$ cat src/rtl/imm_gen_pkg.sv
// Shared opcode constants, format encoding and XLEN helper
// for the immediate generator and its decode sub-block.
package imm_gen_pkg;

  localparam logic [6:0] OPC_LOAD     = 7'b0000011;
  localparam logic [6:0] OPC_OP_IMM   = 7'b0010011;
  localparam logic [6:0] OPC_AUIPC    = 7'b0010111;
  localparam logic [6:0] OPC_OP_IMM_32 = 7'b0011011;
  localparam logic [6:0] OPC_STORE    = 7'b0100011;
  localparam logic [6:0] OPC_OP       = 7'b0110011;
  localparam logic [6:0] OPC_LUI      = 7'b0110111;
  localparam logic [6:0] OPC_OP_32    = 7'b0111011;
  localparam logic [6:0] OPC_BRANCH   = 7'b1100011;
  localparam logic [6:0] OPC_JALR     = 7'b1100111;
  localparam logic [6:0] OPC_JAL      = 7'b1101111;
  localparam logic [6:0] OPC_SYSTEM   = 7'b1110011;

  typedef enum logic [2:0] {
    FMT_NONE = 3'd0,
    FMT_R    = 3'd1,
    FMT_I    = 3'd2,
    FMT_S    = 3'd3,
    FMT_B    = 3'd4,
    FMT_U    = 3'd5,
    FMT_J    = 3'd6
  } fmt_t;

  function automatic bit xlen_ok(int xlen);
    return (xlen == 32) || (xlen == 64);
  endfunction

endpackage

$ cat src/rtl/imm_decode.sv
// Combinational immediate decode: instr in; imm (XLEN, sign-extended),
// fmt and illegal out. No state.
module imm_decode
  import imm_gen_pkg::*;
#(
  parameter int XLEN = 32
) (
  input  logic [31:0]     instr,
  output logic [XLEN-1:0] imm,
  output fmt_t            fmt,
  output logic            illegal
);

  // 32-suffixed opcodes exist only on RV64.
  localparam bit IS64 = xlen_ok(XLEN) && (XLEN == 64);

  logic [6:0]  opc;
  logic [31:0] raw;

  assign opc = instr[6:0];

  always_comb begin
    raw     = '0;
    fmt     = FMT_NONE;
    illegal = 1'b0;
    unique case (opc)
      OPC_LOAD, OPC_OP_IMM, OPC_JALR, OPC_SYSTEM: begin
        fmt = FMT_I;
        raw = {{20{instr[31]}}, instr[31:20]};
      end
      OPC_OP_IMM_32: begin
        if (IS64) begin
          fmt = FMT_I;
          raw = {{20{instr[31]}}, instr[31:20]};
        end else begin
          illegal = 1'b1;
        end
      end
      OPC_STORE: begin
        fmt = FMT_S;
        raw = {{20{instr[31]}}, instr[31:25], instr[11:7]};
      end
      OPC_BRANCH: begin
        fmt = FMT_B;
        raw = {{19{instr[31]}}, instr[31], instr[7],
               instr[30:25], instr[11:8], 1'b0};
      end
      OPC_LUI, OPC_AUIPC: begin
        fmt = FMT_U;
        raw = {instr[31:12], 12'b0};
      end
      OPC_JAL: begin
        fmt = FMT_J;
        raw = {{11{instr[31]}}, instr[31], instr[19:12],
               instr[20], instr[30:21], 1'b0};
      end
      OPC_OP: begin
        fmt = FMT_R;
      end
      OPC_OP_32: begin
        if (IS64) fmt = FMT_R;
        else      illegal = 1'b1;
      end
      default: begin
        illegal = 1'b1;
      end
    endcase
  end

  // Signed size cast replicates raw[31] (== instr[31]) up to XLEN-1.
  assign imm = XLEN'($signed(raw));

endmodule

$ cat src/rtl/imm_gen_pipe.sv
// Pipelined immediate generator: decode on input, 2-entry skid FIFO,
// valid/ready in and out, flush, opaque tag passthrough.
module imm_gen_pipe
  import imm_gen_pkg::*;
#(
  parameter int XLEN  = 32,
  parameter int TAG_W = 8
) (
  input  logic             clk,
  input  logic             rst_n,
  input  logic             flush,
  input  logic             in_valid,
  output logic             in_ready,
  input  logic [31:0]      in_instr,
  input  logic [TAG_W-1:0] in_tag,
  output logic             out_valid,
  input  logic             out_ready,
  output logic [XLEN-1:0]  out_imm,
  output logic [2:0]       out_fmt,
  output logic             out_illegal,
  output logic [TAG_W-1:0] out_tag
);

  logic [XLEN-1:0]  dec_imm;
  fmt_t             dec_fmt;
  logic             dec_ill;

  imm_decode #(.XLEN(XLEN)) u_dec (
    .instr   (in_instr),
    .imm     (dec_imm),
    .fmt     (dec_fmt),
    .illegal (dec_ill)
  );

  logic [XLEN-1:0]  imm_q [2];
  logic [2:0]       fmt_q [2];
  logic             ill_q [2];
  logic [TAG_W-1:0] tag_q [2];
  logic [1:0]       count;
  logic             rd_ptr;
  logic             wr_ptr;
  logic             accept;
  logic             retire;

  assign in_ready  = (count != 2'd2) && rst_n;
  assign out_valid = (count != 2'd0);
  assign accept    = in_valid && in_ready && !flush;
  assign retire    = out_valid && out_ready && !flush;

  // Outputs come straight from storage via the registered head pointer.
  assign out_imm     = imm_q[rd_ptr];
  assign out_fmt     = fmt_q[rd_ptr];
  assign out_illegal = ill_q[rd_ptr];
  assign out_tag     = tag_q[rd_ptr];

  always_ff @(posedge clk) begin
    if (!rst_n) begin
      count  <= 2'd0;
      rd_ptr <= 1'b0;
      wr_ptr <= 1'b0;
      for (int i = 0; i < 2; i++) begin
        imm_q[i] <= '0;
        fmt_q[i] <= FMT_NONE;
        ill_q[i] <= 1'b0;
        tag_q[i] <= '0;
      end
    end else if (flush) begin
      count  <= 2'd0;
      rd_ptr <= 1'b0;
      wr_ptr <= 1'b0;
    end else begin
      if (accept) begin
        imm_q[wr_ptr] <= dec_imm;
        fmt_q[wr_ptr] <= dec_fmt;
        ill_q[wr_ptr] <= dec_ill;
        tag_q[wr_ptr] <= in_tag;
        wr_ptr        <= ~wr_ptr;
      end
      if (retire) rd_ptr <= ~rd_ptr;
      if (accept && !retire)      count <= count + 2'd1;
      else if (!accept && retire) count <= count - 2'd1;
    end
  end

endmodule

$ cat config.mk
export PLATFORM = sky130hd
export DESIGN_NAME = imm_gen_pipe
export DESIGN_NICKNAME = d
export VERILOG_FILES = /design/src/rtl/imm_gen_pkg.sv /design/src/rtl/imm_decode.sv /design/src/rtl/imm_gen_pipe.sv
export SDC_FILE = /design/constraint.sdc
export NUM_CORES = 1
export LEC_CHECK = 0
export CAP_MARGIN = 5
export CORE_MARGIN = 10
export CORE_UTILIZATION = 36
export DETAILED_ROUTE_END_ITERATION = 8
export PLACE_DENSITY = 0.72
export SETUP_SLACK_MARGIN = 0.1
export SLEW_MARGIN = 20
export SYNTH_ARGS = -nofsm -noshare
export SYNTH_HDL_FRONTEND = slang
export SYNTH_SLANG_ARGS = --single-unit
$ cat constraint.sdc
create_clock -name clk -period 2.7 [get_ports clk]
set_clock_uncertainty 0.2 [all_clocks]
set_input_delay 0.27 -clock clk [delete_from_list [all_inputs] [get_ports clk]]
set_output_delay 0.27 -clock clk [all_outputs]
set_load 0.01 [all_outputs]
Word level (Yosys, flattened, before mapping)
Memory sizes are Yosys's and may differ from the RTL's. A register that Yosys moved wholly into a read port is not among the register bits.
Cells that the tools add are included.
{ "classes": {"add_sub_neg": 2, "n_eq_ne": 11, "mux": 30, "n_bitwise": 3, "reduce_logical": 20} }
{ "ops": {"columns": ["cell", "n"], "rows": [
  ["32-bit one-hot mux with 5 select lines", 1],
  ["32-bit 2-to-1 mux", 1],
  ["32-bit OR reduction", 1],
  ["7-bit equality test, second input constant", 4],
  ["1-bit 2-to-1 mux", 23],
  ["7-bit by 6-bit equality test with 1-bit output, second input constant", 3],
  ["3-bit one-hot mux with 6 select lines", 1],
  ["7-bit by 5-bit equality test with 1-bit output, second input constant", 2],
  ["10-bit OR reduction", 1],
  ["8-bit 2-to-1 mux", 1],
  ["8-bit OR reduction", 1],
  ["7-bit by 2-bit equality test with 1-bit output, second input constant", 1],
  ["1-bit logical AND", 7],
  ["2-bit 2-to-1 mux", 2],
  ["2-bit nonzero test", 2],
  ["2-bit OR reduction", 2],
  ["4-bit OR reduction", 1],
  ["1-bit logical NOT", 3],
  ["3-bit 2-to-1 mux", 1],
  ["1-bit inverter", 3],
  ["3-bit OR reduction", 1],
  ["2-bit by 1-bit adder with 2-bit output, second input constant", 1],
  ["2-bit inequality test, second input constant", 1],
  ["2-bit by 1-bit subtractor with 2-bit output, second input constant", 1],
  ["1-bit OR reduction", 1]
]} }
{ "word_totals": {"register_bits": 4, "ram_bits": 88, "inputBits": 45, "elab_cells": 73, "memories": 4} }
{ "mem_list": {"columns": ["memory", "depth", "width", "rd", "rd_ports_with_merged_regs", "wr", "line_no", "rtl"], "rows": [
  ["imm_q", 2, 32, 1, 1, 2, "imm_gen_pipe.sv:35", "logic [XLEN-1:0] imm_q [2];"],
  ["tag_q", 2, 8, 1, 1, 2, "imm_gen_pipe.sv:38", "logic [TAG_W-1:0] tag_q [2];"],
  ["fmt_q", 2, 3, 1, 1, 2, "imm_gen_pipe.sv:36", "logic [2:0] fmt_q [2];"],
  ["ill_q", 2, 1, 1, 1, 2, "imm_gen_pipe.sv:37", "logic ill_q [2];"]
]} }

Logic depth before layout (Yosys ltp)
Gate-level depths: netlist of run 1.
{ "depth": {"ltp_word": 10, "mapped_depth": 7, "ltp_nobuf": 7} }

By module
Synthesis of run 1 repeated with hierarchy kept, for this count alone.
{ "hier_totals": {"cells_unflattened": 363, "area_unflattened_um2": 4685.7} }
{ "modules_own_cells": {"columns": ["mod", "instances", "cells_per_inst", "area_per_inst_um2"], "rows": [
  ["imm_gen_pipe", 1, 268, 4056.4],
  ["imm_decode", 1, 95, 629.4]
]} }

Worst setup path before layout of run 1
OpenSTA, ideal clock, no wires.
{ "synth_timing": {"path_type": "reg-to-reg", "startpoint": "reg count[0]", "endpoint": "mem fmt_q[0][0], enable pin", "arrival_ps": 2034, "required_time_ps": 2099, "path_slack_ps": 65, "path_stages_with_launch": 5, "path_buffers": 1, "cell_sequence": "dfxtp_1 -> nand2b_1 -> nand4_2 -> clkbuf_1 -> nand2_1"} }
{ "synth_lines": {"columns": ["element", "line_no", "rtl"], "rows": [
  ["start, declared", "imm_gen_pipe.sv:39", "logic [1:0] count;"],
  ["start signal, assigned", "imm_gen_pipe.sv:80", "if (accept && !retire) count <= count + 2'd1;"],
  ["start signal, assigned", "imm_gen_pipe.sv:81", "else if (!accept && retire) count <= count - 2'd1;"],
  ["end, declared", "imm_gen_pipe.sv:36", null]
]} }

==> results by group, run 1 <==
Power and ir drop
  – Psw: 0.696 mW
  – Clock share of power: 0.390
  – Switching share of power: 0.211
  – Sequential power share: 0.500
  – Max IR drop VDD: 0.000364 V
  – Power Internal: 2.60 mW
  – Combinational power share: 0.110
  – Leak Pwr: 2.42 nW
  – Power density cells: 546 nW/um2

Global route
  – Total grt overflow: 0
  – Number of global-route vias before repair: 3,204
  – Total GRT Usage: 0.124
  – Antenna violations before repair: 0
  – First-pass GRT wire length: 17,300 um
  – Largest net degree at the start of global routing: 35

Synthesis
  – Main synth FF type: edfxtp_1
  – Seq/Total Area, Yosys: 0.599
  – Syn Inst Count: 333
  – Post-synth EDFFs: 86
  – Flops & latches, synth: 93
  – Synth unique cells: 47
  – Synthesized cell area: 4540 um2
  – Syn_nets: 379
  – YS warnings: 0
  – Syn_area_per_cell: 13.6 um2
  – Asr flop ratio synth: 0

Setup path
  – Critical path type: reg2out
  – Worst setup EP type: primary output
  – Crit path max fanout: 18
  – Req. time, crit path: 2230 ps
  – Reg2reg setup slack: 610 ps
  – Crit-path cells: buf_12 -> mux2_2 -> clkdlybuf4s50_1
  – Critical Path Start Type: register
  – CP max stage cell: dfxtp_2
  – CP max stage delay: 610 ps
  – Critical Path AT: 2030 ps

STA
  – # setup viols final: 0
  – Worst slew pin tran: 853 ps
  – Tmin final: 2500 ps
  – RSZ-0062 raised after global routing: no
  – Fin. Hold Viols: 0
  – Highest Clock Rate: 0.400 GHz
  – Relative slew slack: 0.430
  – Setup TNS: 0 ps
  – Final period utilization: 0.927
  – Max-slew violations: 0
  – Fin Hold WS: 302 ps

Flow run
  – Max-Cap Viols: 0

Place
  – Buffers on Ports: 90
  – Placed cell count: 592
  – Hpwl dp: 7750 um
  – GP Congestion: 0.913

Layout
  – Post-route insts no fill: 608
  – Share of layout cells above drive strength 1: 0.227
  – Fin util: 0.497
  – Layout Nets: 481
  – Commonest non-fill, non-tap cell in the layout: clkdlybuf4s50_1
  – Area added between synthesis and finish: 33.0%
  – Antenna diodes: 0
  – Most frequent cells in the layout: clkdlybuf4s50_1, edfxtp_1, mux2_2

Routing
  – Via density: 5.04
  – Vias: 3,064
  – Total Wirelength: 10,800 um
  – Number of nets with antenna violations after routing: 0
  – # DRC: 0
  – First-pass DRT Iterations: 4
  – Initial DRC count: 224
  – Avg WL per Cell: 17.8 um

Clock network
  – CTS Sinks: 93
  – H-tree depth: 3
  – CTS max path bufs: 2
  – Post-CTS Hold Buffers: 0
  – CTS tree: yes
  – Clk pin slew, worst setup/hold paths: 60 ps
  – Clock root buffer: clkbuf_16
  – Clock latency at the later pin of the worst-skew pair: 340 ps
  – Setup Fix Bufs, Post-CTS: 0
  – Post-cts sizing count: 0
  – CTS Buf Count: 9

Die
  – Die Width: 132 um
  – Die span in y: 132 um
  – Row Count: 40
  – Die ar.: 17,500 um2
  – IO Pins: 91
  – Initial core utilization: 0.373
  – Core region area: 12,200 um2

Worst hold path
  – Worst min path class: reg2reg

Outcome
  – Outcome: finished clean
[through the flow]
step	worst slack [ps]	total power [mW]	area (um2)
after detailed placement	117	2.05	5730
final	197	3.30	6040
after global placement	159	2.04	5730
after CTS	158	3.33	6040
after global routing	108	3.42	6040
after floorplan	463	1.83	4550
[power groups by stage]
| stage | Sequential [mW] | Combinational [mW] | Clock [mW] |
|---|---|---|---|
| floorplan | 1.68 | 0.154 | 0 |
| global placement | 1.68 | 0.360 | 0 |
| detailed placement | 1.68 | 0.365 | 0 |
| CTS | 1.65 | 0.367 | 1.31 |
| global route | 1.66 | 0.389 | 1.37 |
| finish | 1.65 | 0.362 | 1.29 |
[synth_stat cells (2+ instances only)]
library cell | count | area (um2)
a21o_2 | 2 | 17.5
buf_6 | 6 | 67.6
a21oi_4 | 2 | 32.5
mux2_2 | 44 | 495
nor2_1 | 14 | 52.6
xor2_1 | 4 | 35.0
clkbuf_1 | 8 | 30.0
a21o_1 | 37 | 278
nand4_2 | 2 | 25.0
o21ai_0 | 9 | 45.0
dfxtp_1 | 7 | 140
or3_1 | 2 | 12.5
nand3_1 | 7 | 35.0
buf_4 | 2 | 15.0
a21oi_1 | 14 | 70.1
nand2b_1 | 3 | 18.8
nor2_2 | 2 | 12.5
and2_1 | 33 | 206
or2_2 | 2 | 12.5
nand2_1 | 13 | 48.8
inv_1 | 3 | 11.3
a211oi_4 | 2 | 40.0
xnor2_1 | 2 | 17.5
nor3_1 | 4 | 20.0
edfxtp_1 | 86 | 2580
a211oi_2 | 2 | 25.0
[per-layer routing]
| layer | share of wire | global-route usage | wire length (um) |
|---|---|---|---|
| met1 | 0.41 | 0.145 | 4420 |
| met4 | 0.017 | 0.0465 | 180 |
| met2 | 0.51 | 0.210 | 5500 |
| met3 | 0.065 | 0.0343 | 705 |
| met5 | 0 | 0 | 0 |
[cell families (layout without fill, tap and decap cells)]
kind of cell    Yosys count  after routing  synth area share
compound gates           75             75             0.127
xor+xnor                  6              6            0.0116
fa+ha+maj                 1              1           0.00275
buf+inv                  21            128            0.0292
flops                    93             93             0.599
mux                      45             45             0.111
simple gates             92             92             0.119
[sequential cells by signal, indices dropped and copies added, names as in the netlist, named ones only]
signal,count
imm_q,64
tag_q,16
fmt_q,6
count,2
ill_q,2
rd_ptr,1
wr_ptr,1
[worst max-delay path: cells and delay by family, from the launching register on]
kind / cells / cell delay, ps
mux: 1 / 370
buf+inv: 2 / 710
flops: 1 / 610
[final timing paths]
path | startpoint | endpoint | cells past startpoint
worst min register to register | ill_q[0]$_DFF_P_ | ill_q[0]$_DFF_P_ | 2
worst max-delay path | register | out_fmt[2] | 3
worst max register to register | count[0]$_SDFFE_PP0P_ | imm_q[1][20]$_SDFFCE_PN0P_ | 4
worst min-delay path | ill_q[0]$_DFF_P_ | ill_q[0]$_DFF_P_ | 2
[cell type report]
class / count / area [um2]
fill: 1081 / 6120
sequential: 93 / 2720
multi-input combinational: 219 / 1690
timing repair buffer: 109 / 1090
clock buffer: 12 / 256
tap: 168 / 210
clock inverter: 4 / 55.1
inverter: 3 / 11.3
(Power assumes the default switching activity.)
==> run 2: changes to the inputs <==
--- a/config.mk
+++ b/config.mk
@@ -6,10 +6,11 @@
 export NUM_CORES = 1
 export LEC_CHECK = 0
 export CAP_MARGIN = 5
-export CORE_MARGIN = 10
-export CORE_UTILIZATION = 36
+export CORE_ASPECT_RATIO = 0.7
+export CORE_MARGIN = 3
+export CORE_UTILIZATION = 47
 export DETAILED_ROUTE_END_ITERATION = 8
-export PLACE_DENSITY = 0.72
+export PLACE_DENSITY = 0.87
 export SETUP_SLACK_MARGIN = 0.1
 export SLEW_MARGIN = 20
 export SYNTH_ARGS = -nofsm -noshare
==> results by group, run 2 (synthesis results as in run 1) <==
Outcome
  – Outcome: finished clean

Layout
  – Top reg by flops: imm_q
  – Design area: 5920 um2
  – Layout Nets: 478
  – Share of layout cells above drive strength 1: 0.220
  – Top Registers: imm_q x64, tag_q x16, fmt_q x6
  – Number of flip-flops under the largest register name: 64
  – Area added between synthesis and finish: 30.4%
  – Post-route insts no fill: 561
  – Filler cells: 675
  – Fin util: 0.643
  – Commonest non-fill, non-tap cell in the layout: clkdlybuf4s50_1
  – Antenna diodes: 0
  – Most frequent cells in the layout: clkdlybuf4s50_1, edfxtp_1, mux2_2

STA
  – Fin Hold WS: 299 ps
  – Max-slew violations: 0
  – Final period utilization: 0.888
  – Tmin final: 2400 ps
  – RSZ-0062 raised after global routing: no
  – Fin. Hold Viols: 0
  – Highest Clock Rate: 0.417 GHz
  – # setup viols final: 0
  – Worst slew pin tran: 868 ps
  – Final worst slack: 302 ps
  – Relative slew slack: 0.420
  – Setup TNS: 0 ps

Global route
  – Total GRT Usage: 0.189
  – Largest net degree at the start of global routing: 32
  – Total grt overflow: 0
  – Antenna violations before repair: 0
  – Number of global-route vias before repair: 3,137
  – First-pass GRT wire length: 15,500 um

Worst hold path
  – Hold Startpoint: ill_q[1]$_DFF_P_
  – Worst min path class: reg2reg

Setup path
  – CP Capture Point: imm_q[0][20]$_SDFFCE_PN0P_
  – Worst setup EP type: register
  – FF-to-FF path depth: 4
  – Crit path max fanout: 11
  – Req. time, crit path: 2700 ps
  – Crit. Startpoint: in_instr[5]
  – Reg-to-Reg Start: count[0]$_SDFFE_PP0P_
  – Reg2reg setup slack: 620 ps
  – RR Endpoint: imm_q[1][20]$_SDFFCE_PN0P_
  – Critical path type: in2reg
  – Critical Path AT: 2400 ps
  – Critical Path Start Type: input pin

Routing
  – Number of nets with antenna violations after routing: 0
  – First-pass DRT Iterations: 5
  – Total Wirelength: 10,200 um
  – Vias: 3,138
  – Avg WL per Cell: 18.3 um
  – # DRC: 0
  – Initial DRC count: 195
  – Via density: 5.59

Place
  – Buffers on Ports: 90
  – Hpwl dp: 6970 um
  – Placed cell count: 545
  – Place WS: -1.61 ps
  – GP Congestion: 0.863
  – Dpl cell area: 5630 um2

Clock network
  – Post-CTS Hold Buffers: 0
  – Post-cts sizing count: 0
  – Clock latency at the later pin of the worst-skew pair: 330 ps
  – H-tree depth: 3
  – CTS Sinks: 93
  – CTS Buf Count: 9
  – Setup Fix Bufs, Post-CTS: 0
  – CTS max path bufs: 2
  – CTS tree: yes
  – Clk pin slew, worst setup/hold paths: 70 ps
  – Clock root buffer: clkbuf_16

Die
  – Row Count: 29
  – Die Width: 123 um
  – Die span in y: 88.2 um
  – Core region area: 9220 um2
  – IO Pins: 91
  – Die ar.: 10,900 um2
  – Initial core utilization: 0.493

Power and ir drop
  – Leak Pwr: 2.40 nW
  – Max IR drop VDD: 0.000373 V
  – Pwr Total: 3.25 mW
  – Power density cells: 548 nW/um2

Flow run
  – Max-Cap Viols: 0
[run 2: changes by cell type in the layout (fill, tap and decap cells not counted), sizes merged]
cell / change
buf: -3
clkbuf: -1
clkinv: +3
clkinvlp: -1
inv: -1
[run 2: layer usage]
layer | GRT usage | wire length (um) | vias to the layer above
met1 | 0.259 | 4460 | 1547
met2 | 0.304 | 4830 | 139
met3 | 0.0422 | 829 | 14
li1 | - | - | 1438
met4 | 0.0623 | 126 | 0
met5 | 0 | 0 | -
[run 2: worst min-delay path by stage]
stage / endpoint / slack (ps) / depth (start not counted)
after global placement: ill_q[1]$_DFF_P_ / 260 / 2
after detailed placement: ill_q[1]$_DFF_P_ / 280 / 2
final: ill_q[1]$_DFF_P_ / 300 / 2
after global routing: ill_q[1]$_DFF_P_ / 320 / 2
after floorplan: ill_q[0]$_DFF_P_ / 200 / 2
after CTS: ill_q[1]$_DFF_P_ / 300 / 2
[run 2: final cells by class]
type	count	area, um2	area share
clock inverter	5	61.3	0.0104
multi-input combinational	219	1690	0.286
inverter	3	11.3	0.00190
sequential	93	2720	0.460
tap	124	155	0.0262
timing repair buffer	106	1050	0.177
clock buffer	11	233	0.0393
[run 2: power breakdown]
| group | switching (mW) | internal, mW | total [mW] |
|---|---|---|---|
| Clock | 0.516 | 0.721 | 1.24 |
| Sequential | 0.0169 | 1.63 | 1.65 |
| Combinational | 0.165 | 0.196 | 0.360 |
[run 2: critical path, stage by stage]
cell,delay [ps]
clkdlybuf4s50_1,660
nor2b_4,310
nand2_1,210
a211oi_2,760
a21o_2,180
